File: src/rtl/mode_ctrl_pkg.sv
// Shared definitions for the front-panel mode controller: mode encodings,
// the FSM state type and default timing parameters.
package mode_ctrl_pkg;

  localparam logic [1:0] MODE_TIME  = 2'b00;
  localparam logic [1:0] MODE_ALARM = 2'b01;
  localparam logic [1:0] MODE_STOPW = 2'b10;

  localparam int DEFAULT_DEBOUNCE_CYC = 16;
  localparam int DEFAULT_TIMEOUT_SEC  = 30;

  typedef enum logic [1:0] {
    ST_TIME  = MODE_TIME,
    ST_ALARM = MODE_ALARM,
    ST_STOPW = MODE_STOPW
  } mode_state_e;

  // The unused encoding 2'b11 falls back to TIME so the FSM always recovers.
  function automatic mode_state_e next_mode(input mode_state_e cur);
    case (cur)
      ST_TIME:  return ST_ALARM;
      ST_ALARM: return ST_STOPW;
      default:  return ST_TIME;
    endcase
  endfunction

endpackage

File: src/rtl/mode_ctrl_key.sv
// key_debounce: 2-flop synchronizer, level debounce counter and a registered
// one-cycle press pulse on an accepted 0->1 transition.
module key_debounce
  import mode_ctrl_pkg::*;
#(
  parameter int DEBOUNCE_CYC = DEFAULT_DEBOUNCE_CYC
) (
  input  logic clk,
  input  logic rst,
  input  logic key_raw,
  output logic press
);

  localparam int CW = $clog2(DEBOUNCE_CYC + 1);

  logic          sync1_q, sync1_d;
  logic          sync2_q, sync2_d;
  logic          stable_q, stable_d;
  logic          press_q, press_d;
  logic [CW-1:0] cnt_q, cnt_d;

  // The count restarts whenever the synced level agrees with the accepted one,
  // so only an uninterrupted run of DEBOUNCE_CYC differing samples flips it.
  always_comb begin
    sync1_d  = key_raw;
    sync2_d  = sync1_q;
    cnt_d    = '0;
    stable_d = stable_q;
    press_d  = 1'b0;
    if (sync2_q != stable_q) begin
      if (cnt_q == CW'(DEBOUNCE_CYC - 1)) begin
        stable_d = sync2_q;
        press_d  = sync2_q;
      end else begin
        cnt_d = cnt_q + 1'b1;
      end
    end
  end

  always_ff @(posedge clk) begin
    if (rst) begin
      sync1_q  <= 1'b0;
      sync2_q  <= 1'b0;
      stable_q <= 1'b0;
      press_q  <= 1'b0;
      cnt_q    <= '0;
    end else begin
      sync1_q  <= sync1_d;
      sync2_q  <= sync2_d;
      stable_q <= stable_d;
      press_q  <= press_d;
      cnt_q    <= cnt_d;
    end
  end

  assign press = press_q;

endmodule

File: src/rtl/mode_ctrl.sv
// Front-panel mode controller: TIME -> ALARM -> STOPWATCH sequencing plus
// stopwatch run/clear control. Define MODE_CTRL_TIMEOUT_EN for ALARM inactivity timeout.
module mode_ctrl
  import mode_ctrl_pkg::*;
#(
  parameter int DEBOUNCE_CYC = DEFAULT_DEBOUNCE_CYC,
  parameter int TIMEOUT_SEC  = DEFAULT_TIMEOUT_SEC
) (
  input  logic       CLK,
  input  logic       RST,
  input  logic       TICK_1HZ,
  input  logic       MODE_KEY,
  input  logic       START_KEY,
  input  logic       CLEAR_KEY,
  output logic       ALARMSET_RUN,
  output logic       STOPWATCH_RUN,
  output logic [1:0] MODE,
  output logic       SW_RUNNING,
  output logic       SW_CLEAR
);

  logic mode_press, start_press, clear_press;

  key_debounce #(.DEBOUNCE_CYC(DEBOUNCE_CYC)) u_mode_key (
    .clk(CLK), .rst(RST), .key_raw(MODE_KEY), .press(mode_press)
  );
  key_debounce #(.DEBOUNCE_CYC(DEBOUNCE_CYC)) u_start_key (
    .clk(CLK), .rst(RST), .key_raw(START_KEY), .press(start_press)
  );
  key_debounce #(.DEBOUNCE_CYC(DEBOUNCE_CYC)) u_clear_key (
    .clk(CLK), .rst(RST), .key_raw(CLEAR_KEY), .press(clear_press)
  );

  mode_state_e state_q, state_d;
  logic        running_q, running_d;
  logic        clear_q, clear_d;
  logic        alarm_q, alarm_d;
  logic        stopw_q, stopw_d;

`ifdef MODE_CTRL_TIMEOUT_EN
  localparam int TW = $clog2(TIMEOUT_SEC + 1);
  logic [TW-1:0] tcnt_q, tcnt_d;
  logic          any_press;
  assign any_press = mode_press | start_press | clear_press;
`else
  logic unused_tick;
  assign unused_tick = TICK_1HZ & (TIMEOUT_SEC > 0);
`endif

  // Key priority: MODE over START over CLEAR within a single cycle.
  always_comb begin
    state_d   = state_q;
    running_d = running_q;
    clear_d   = 1'b0;
    if (mode_press) begin
      state_d = next_mode(state_q);
    end else if (start_press) begin
      if (state_q == ST_STOPW) running_d = ~running_q;
    end else if (clear_press) begin
      if (state_q == ST_STOPW && !running_q) clear_d = 1'b1;
    end
`ifdef MODE_CTRL_TIMEOUT_EN
    tcnt_d = '0;
    if (state_q == ST_ALARM && !any_press) begin
      if (TICK_1HZ) begin
        if (tcnt_q == TW'(TIMEOUT_SEC - 1)) state_d = ST_TIME;
        else                               tcnt_d  = tcnt_q + 1'b1;
      end else begin
        tcnt_d = tcnt_q;
      end
    end
`endif
    alarm_d = (state_d == ST_ALARM);
    stopw_d = (state_d == ST_STOPW);
  end

  always_ff @(posedge CLK) begin
    if (RST) begin
      state_q   <= ST_TIME;
      running_q <= 1'b0;
      clear_q   <= 1'b0;
      alarm_q   <= 1'b0;
      stopw_q   <= 1'b0;
`ifdef MODE_CTRL_TIMEOUT_EN
      tcnt_q    <= '0;
`endif
    end else begin
      state_q   <= state_d;
      running_q <= running_d;
      clear_q   <= clear_d;
      alarm_q   <= alarm_d;
      stopw_q   <= stopw_d;
`ifdef MODE_CTRL_TIMEOUT_EN
      tcnt_q    <= tcnt_d;
`endif
    end
  end

  assign MODE          = state_q;
  assign ALARMSET_RUN  = alarm_q;
  assign STOPWATCH_RUN = stopw_q;
  assign SW_RUNNING    = running_q;
  assign SW_CLEAR      = clear_q;

endmodule

File: config.mk
export PLATFORM = sky130hd
export DESIGN_NAME = mode_ctrl
export DESIGN_NICKNAME = d
export VERILOG_FILES = /design/src/rtl/mode_ctrl_pkg.sv /design/src/rtl/mode_ctrl_key.sv /design/src/rtl/mode_ctrl.sv
export SDC_FILE = /design/constraint.sdc
export NUM_CORES = 1
export LEC_CHECK = 0
export ABC_CLOCK_PERIOD_IN_PS = 1350
export CAP_MARGIN = 20
export CORE_MARGIN = 4
export CORE_UTILIZATION = 48
export DETAILED_ROUTE_END_ITERATION = 8
export GPL_ROUTABILITY_DRIVEN = 0
export HOLD_SLACK_MARGIN = 0.15
export PLACE_DENSITY_LB_ADDON = 0.12
export SYNTH_ARGS = -nofsm -noshare
export SYNTH_HDL_FRONTEND = slang
export SYNTH_SLANG_ARGS = --single-unit
File: constraint.sdc
create_clock -name CLK -period 1.35 [get_ports CLK]
set_input_delay 0.27 -clock CLK [delete_from_list [all_inputs] [get_ports CLK]]
set_output_delay 0.27 -clock CLK [all_outputs]
set_load 0.1 [all_outputs]
# After elaboration in Yosys (flattened, before gate mapping)
# Cells that the tools add are included.
# classes
n_bitwise,9
n_eq_ne,10
muxes,3
n_reduce_logical,14
addsub,3
# op_table
op,count
$reduce_or A3 Y1,6
$add A5 B1 Y5 const B,3
$eq A5 B4 Y1 const B,3
$not A1 Y1,9
$reduce_and A2 Y1,3
$eq A2 B1 Y1 const B,2
$eq A2 B2 Y1 const B,2
$pmux W2 S2,1
$reduce_or A4 Y1,1
$ne A1 B1 Y1,3
$reduce_and A3 Y1,1
$logic_not A2 Y1,1
$mux W2,1
$logic_and A1 B1 Y1,1
$logic_not A1 Y1,1
$mux W1,1
# totals
wordCells,59
out_inout_bits,6
input_bits,6
regBits,33

# Logic depth before layout (Yosys ltp)
# Gate-level depths: netlist of run 1.
# logic_depth
ltp_word,4
ltp_mapped,5
mapped_depth_nobuf,5

# Cells and area by module
# From an unflattened synthesis of run 1, not the netlist that was laid out.
# unflattened
cells_unflattened,109
area_unflattened_um2,1198.6
# modules_own_cells
module,cells_each,area_per_inst_um2,seq_area_each_um2,instances
key_debounce,29,319.1,180.2,3
mode_ctrl,22,241.5,120.1,1

# Worst setup path before layout of run 1
# No wires, ideal clock.
# synth_timing
kind,reg-to-reg
startpoint,"reg state_q[1], in the netlist MODE[1]"
endpoint,"reg running_q, in the netlist SW_RUNNING"
t_arrival_ns,1.534
required_time_ns,1.232
setup_ns,0.118
synth_period_minus_slack_ns,1.651
setup_slack_ns,-0.301
stages_incl_launch_ff,4
path_buffers,0
cell_sequence,dfxtp_1 and4bb_2 xnor2_1 nor2_1
# synth_via
elab_chain_len,2
# synth_rtl
element,line_no,text
from (decl),mode_ctrl.sv:34,"mode_state_e state_q, state_d;"
from (signal assigned),mode_ctrl.sv:88,state_q <= state_d;
$eq A2 B2 Y1,mode_ctrl.sv:58,if (state_q == ST_STOPW) running_d = ~running_q;
$reduce_and A3 Y1 (no source line),n/a,
to (signal assigned),mode_ctrl.sv:89,running_q <= running_d;
to (decl),mode_ctrl.sv:35,"logic running_q, running_d;"
# Every way passes these cells.
# A chain may end at the register's enable or synchronous reset.

# Worst setup path after layout of run 1
# layout_timing
startpoint,reg u_clear_key.cnt_q[1]
endpoint,reg u_clear_key.cnt_q[2]
# layout_via
elab_chain_len,2
elab_cells_between_ends,3
cone_classes,1 x add/sub; 1 x eq/ne; 1 x reduce/logical
# layout_rtl
element,line_no,text
from (decl),mode_ctrl_key.sv:20,"logic [CW-1:0] cnt_q, cnt_d;"
from (signal assigned),mode_ctrl_key.sv:52,cnt_q <= cnt_d;
branches (longest 2 deep; another with $add A5 B1 Y5),n/a,
# Parallel ways; which one is timed is not known.

==> results.toml, run 1 <==
[grt]
use_met3_pct = 4.009
grt_pass1_wl_um = 3111
antenna_found_initial = 0
top_usage_layer = "met2"
grt_max_degree = 10
globalRouteMet1Util_pct = 12.48
grt_pass1_vias = 801
grt_overflow_total = 0
gr-usage-met2_pct = 21.29
grt_use_total_pct = 12.39

[layout]
drive_above_1_share_pct = 42.45
fin_area_um2 = 1660
nets = 151
n_antenna_cell = 0
area_growth_syn_to_layout_pct = 37.37
fin_util_pct = 72.28
final_cells = 167

[yosys]
synth-edff-count = 0
synth_most_common_cell = "dfxtp_1"
synth.area.top_cells = "dfxtp_1 55%, ha_1 6.2%, nor2_1 6.2%"
synthMuxAreaShare_pct = 2.484
synthCells = 111
synthTopCellsByCount = "33 x dfxtp_1, 20 x nor2_1, 8 x xnor2_1, 7 x inv_1"
synthSimpleGateAreaFrac_pct = 23.91
synth_top_area_cell = "dfxtp_1"
synth_area_um2 = 1209
synth_compound_area_share_pct = 1.242
ys.flop_type = "dfxtp_1"
ys_async_sr_fraction_pct = 0
synth_seq_cells = 33
synth.avg_cell_area_um2 = 10.89
synth-xor-area-share_pct = 7.971
synth_top_area_share_pct = 54.66
yosys_warnings = 0
syn_nets = 123
ys_types = 22
synth_seq_area_share_pct = 54.66
synth_top_family_by_area = "simple AND/OR/NAND/NOR gates"
synthAdderAreaFrac_pct = 6.211

[power]
power.share.clock_pct = 34.5
power.share.sequential_pct = 62.3
intPower_mw = 1.262
switching_share_pct = 20.73
combPwrFrac_pct = 3.3
finalPower_mw = 1.591
irDropWorstVdd_mv = 0.7541
p_leak_nw = 0.5891
powerDensity_nw_per_um2 = 958.5
p_switching_mw = 0.3299

[sta]
holdWs_ns = 0.4370
relSlewSlack_pct = 80.09
hold_viol = 0
setup_tns_ns = -0.05663
worst_pin_slew_ns = 0.2977
slew_viol_final = 0
rsz0062_at_grt = "true"
max_freq_ghz = 0.7296
setup_viol = 5
skew_ns = 0.005894
final.setup.worst_slack_ns = -0.02066
fin_crit_sh_pct = 101.5
period_minus_slack_ns = 1.371

[routing]
viasPerCell = 4.832
drtIter0Drc = 11
vias = 807
wire_per_inst_um = 10.68
drc = 0
dr.pass1.iters = 3
drt-total-wl_um = 1784
ant_nets = 0

[die]
die_area_um2 = 3385
pin_count = 12
rows = 17
dieWidth_um = 58.18
start_util_pct = 52.61
coreArea_um2 = 2297
die_height_um = 58.18

[clock_network]
ctsLongestPathBuffers = 2
cts_buffers = 5
clkLatencyLatePin_ns = 0.32
htree_levels = 2
cts.sink_count = 33
cts_tree = "done"
clk_pin_slew_ns = 0.09
root_buffer = "clkbuf_4"
cts_hold_buf = 0

[placed_design]
io_buffers = 10
dpl_cell_area_um2 = 1505
place_ws_ns = -0.1421
place_inst = 159
dp_hpwl_um = 1221

[worst_setup_path]
cp_cell_sequence = "ha_4 > and3_4 > ha_4 > or3_4 > nor2_1"
slowest_delay_ns = 0.40
critical_path_class = "register to register"
end_kind = "register"
worst_setup_path_start_kind = "register"
rrSetupSlack_ns = -0.02
arrival_ns = 1.63
slowest_stage = "or3_4"
path_max_fanout = 5
worstPathRequired_ns = 1.61
crit_buf_inv = 0
path_common_cell = "ha_4"
path_delay_family = "simple AND/OR/NAND/NOR gates"

[outcome]
status = "complete, but fails checks"
violations = "setup timing"

[hold_path]
hp-class = "register to register"

[job]
cap_violations = 0
## state kept, by name, indices dropped and copies added (netlist names), 2 cells and up
register / count
MODE: 2
u_mode_key.cnt_q: 5
u_start_key.cnt_q: 5
u_clear_key.cnt_q: 5
## metal layers
metal	wire length (µm)	part of all wire (%)	vias to the layer above
met5	0	0	-
met4	55	3.1	0
met3	93	5.2	7
met2	854	48	14
met1	780	44	370
li1	-	-	416
## cell families (layout without fill, tap and decap cells)
| group | after synthesis | in the layout |
|---|---|---|
| flip-flops | 33 | 33 |
| XOR/XNOR | 11 | 11 |
| AO/OA/AOI/OAI | 3 | 3 |
| adder cells (fa/ha/maj) | 6 | 6 |
| AND/OR/NAND/NOR | 46 | 46 |
| buffers and inverters | 9 | 37 |
| multiplexers | 3 | 3 |
## area by class of cell
type | instances | area [µm²]
clock buffer | 7 | 55.05
fill | 168 | 636.9
inverter | 7 | 26.28
multi-input combinational | 69 | 615.6
sequential | 33 | 670.6
tap | 28 | 35.03
timing repair buffer | 23 | 257.7
## placed cells by master (no fill, tap or decap), types with 4 or more instances in the layout
cell type	instances
nor2b_1	6
and4bb_2	4
nor2_2	8
nor2_1	12
clkbuf_4	5
buf_12	6
ha_4	6
buf_4	13
dfxtp_2	8
clkdlybuf4s50_1	4
inv_1	7
xnor2_1	8
dfxtp_1	25
## what timing repair did
item	4_1_cts	5_1_grt
setup buffers	0	1
resized for setup	8	13
pin swaps	8	8
setup endpoints to repair	15	17
## worst paths after layout
check	to	start	cells past startpoint
hold reg to reg	SW_CLEAR	u_start_key.press	1
setup / recovery	u_clear_key.cnt_q[2]	u_clear_key.cnt_q[1]	5
setup reg to reg	u_clear_key.cnt_q[2]	u_clear_key.cnt_q[1]	5
hold / removal	SW_CLEAR	u_start_key.press	1
## power groups by stage
stage	clock network, mW	logic (mW)	registers [mW]
floorplan	0	0.0274	1.01
global placement	0	0.0489	1.01
detailed placement	0	0.0499	1.01
CTS	0.571	0.0506	0.990
global route	0.610	0.0575	0.993
finish	0.548	0.0520	0.991
(Power assumes the default switching activity.)
==> run 2, diff against run 1 <==
Settings changed: CORE_UTILIZATION 48 to 52, CTS_BUF_LIST set to sky130_fd_sc_hd__clkbuf_2.
==> run 2 against run 1 <==
  * Routed wire length is 5.6% higher
  * Sequential power hardly changed
  * Utilization increased by 3.3 points
  * Maximum frequency grew 0.89%
  * Critical path type unchanged
  * Global-route usage rose by 2.6 points
  * Highest routed layer unchanged
  * Register-to-register slack about the same
  * Final cell count increased by 1.2%
  * Clock skew up 0.0032 ns
  * Combinational power decreased by 3%
  * Clock-buffer cell count decreased by 1
  * The flow still finishes with violations (setup timing)
==> results.toml, run 2 (synthesized netlist as in run 1, its figures left out) <==
[layout]
layout_common_cells = "24 x dfxtp_1, 15 x nor2_1, 14 x buf_4, 8 x dfxtp_2, 8 x xnor2_1"
nets = 152
final_cells = 169
reg.largest.list = "u_clear_key.cnt_q x5, u_mode_key.cnt_q x5, u_start_key.cnt_q x5"
multi_input_area_um2 = 608.1
drive_above_1_share_pct = 41.84
seqCellArea_um2 = 674.4
n_antenna_cell = 0
final_common_cell = "dfxtp_1"
fillers = 159
area_growth_syn_to_layout_pct = 38.41

[routing]
drt-total-wl_um = 1884
drtIter0Drc = 5
ant_nets = 0
viasPerCell = 4.734
dr.pass1.iters = 4
wire_per_inst_um = 11.15
vias = 800
drc = 0

[die]
die_area_um2 = 3160
die_height_um = 56.21
start_util_pct = 54.64
dieWidth_um = 56.21
pin_count = 12
coreArea_um2 = 2212
rows = 17

[worst_setup_path]
critical_path_class = "register to register"
worst_setup_path_start_kind = "register"
end_kind = "register"
slowest_stage = "dfxtp_2"
arrival_ns = 1.68
path_common_cell = "ha_4"
slowest_delay_ns = 0.37
path_max_fanout = 5
cp_cell_sequence = "ha_4 > and3_4 > ha_4 > or3_4 > nor2_2"
r2r_cells = 5
worstPathRequired_ns = 1.67

[sta]
rsz0062_at_grt = "true"
relSlewSlack_pct = 80.45
period_minus_slack_ns = 1.359
final.setup.worst_slack_ns = -0.008511
setup_viol = 4
max_freq_ghz = 0.7361
fin_crit_sh_pct = 100.6
slew_viol_final = 0
hold_viol = 0
worst_pin_slew_ns = 0.2924
skew_ns = 0.009111

[placed_design]
place_inst = 157
io_buffers = 10
dp_hpwl_um = 1301
place_ws_ns = -0.1366

[grt]
grt_max_degree = 11
grt_pass1_wl_um = 3532
antenna_found_initial = 0
grt_use_total_pct = 15.02
globalRouteMet1Util_pct = 13.80
grt_overflow_total = 0
grt_pass1_vias = 864
gr-usage-met2_pct = 25.38
use_met3_pct = 6.032
top_usage_layer = "met2"

[hold_path]
hp-class = "input pin to register"
hold-path-cell-count = 2

[clock_network]
cts.sink_count = 33
ctsLongestPathBuffers = 2
root_buffer = "clkbuf_2"
clk_pin_slew_ns = 0.15
cts_buffers = 5
clkLatencyLatePin_ns = 0.37
cts_tree = "done"
htree_levels = 2

[power]
irDropWorstVdd_mv = 0.6961
powerDensity_nw_per_um2 = 997.6
finalPower_mw = 1.669
p_leak_nw = 0.6052

[outcome]
status = "complete, but fails checks"
violations = "setup timing"

[job]
cap_violations = 0
[run 2: cell count changes in the layout (fill, tap and decap cells not counted), moves of 3 or more]
cell / previous run / this run
nor2_1: 12 / 15
clkbuf_2: 0 / 6
nor2_2: 8 / 5
clkbuf_4: 5 / 0
[run 2: timing repair]
action	4_1_cts	5_1_grt
resized for setup	13	7
hold buffers	0	0
pin swaps	12	2
buffers inserted	2	2
endpoints found under the setup margin	16	18
[run 2: worst max-delay path, delay by kind of cell (launching register included)]
kind,cells,cell delay (ns)
AND/OR/NAND/NOR,3,0.64
adder cells (fa/ha/maj),2,0.31
flip-flops,1,0.37
[run 2: worst paths after layout]
| path | startpoint | end | slack, ns |
|---|---|---|---|
| worst max-delay path | u_mode_key.cnt_q[0] | u_mode_key.cnt_q[1] | -0.009 |
| worst min-delay path | CLEAR_KEY | u_clear_key.sync1_q | 0.44 |
| worst max register to register | u_mode_key.cnt_q[0] | u_mode_key.cnt_q[1] | -0.009 |
| worst min register to register | u_start_key.press | SW_CLEAR | 0.45 |
[run 2: area by class of cell]
class,count,share of cell area [%]
Sequential cell,33,40.31
Multi-Input combinational cell,69,36.35
Timing Repair Buffer,24,15.86
Tap cell,28,2.094
Clock inverter,2,2.019
Clock buffer,6,1.795
Inverter,7,1.571
[run 2: metrics by stage]
stage / cell area, µm² / TNS, ns / utilization, % / hold WS, ns
2_1_floorplan: 1236 / 0 / - / 0.3982
3_3_place_gp: 1490 / -1.583 / 67.36 / 0.4168
3_5_place_dp: 1490 / -1.695 / 67.36 / 0.4150
4_1_cts: 1642 / -0.02124 / 74.21 / 0.4195
5_1_grt: 1673 / -0.6143 / 75.62 / 0.4116
6_report: 1673 / -0.01884 / 75.62 / 0.4440
[run 2: routing by layer]
metal | vias to the layer above | routed length [µm]
met1 | 358 | 747
li1 | 417 | -
met5 | - | 0
met2 | 16 | 952
met4 | 0 | 74
met3 | 9 | 110
[run 2: where the power goes]
part | total, mW | internal [mW] | switching, mW
clock | 0.628 | 0.316 | 0.312
sequential | 0.990 | 0.984 | 0.00638
combinational | 0.0504 | 0.0301 | 0.0202
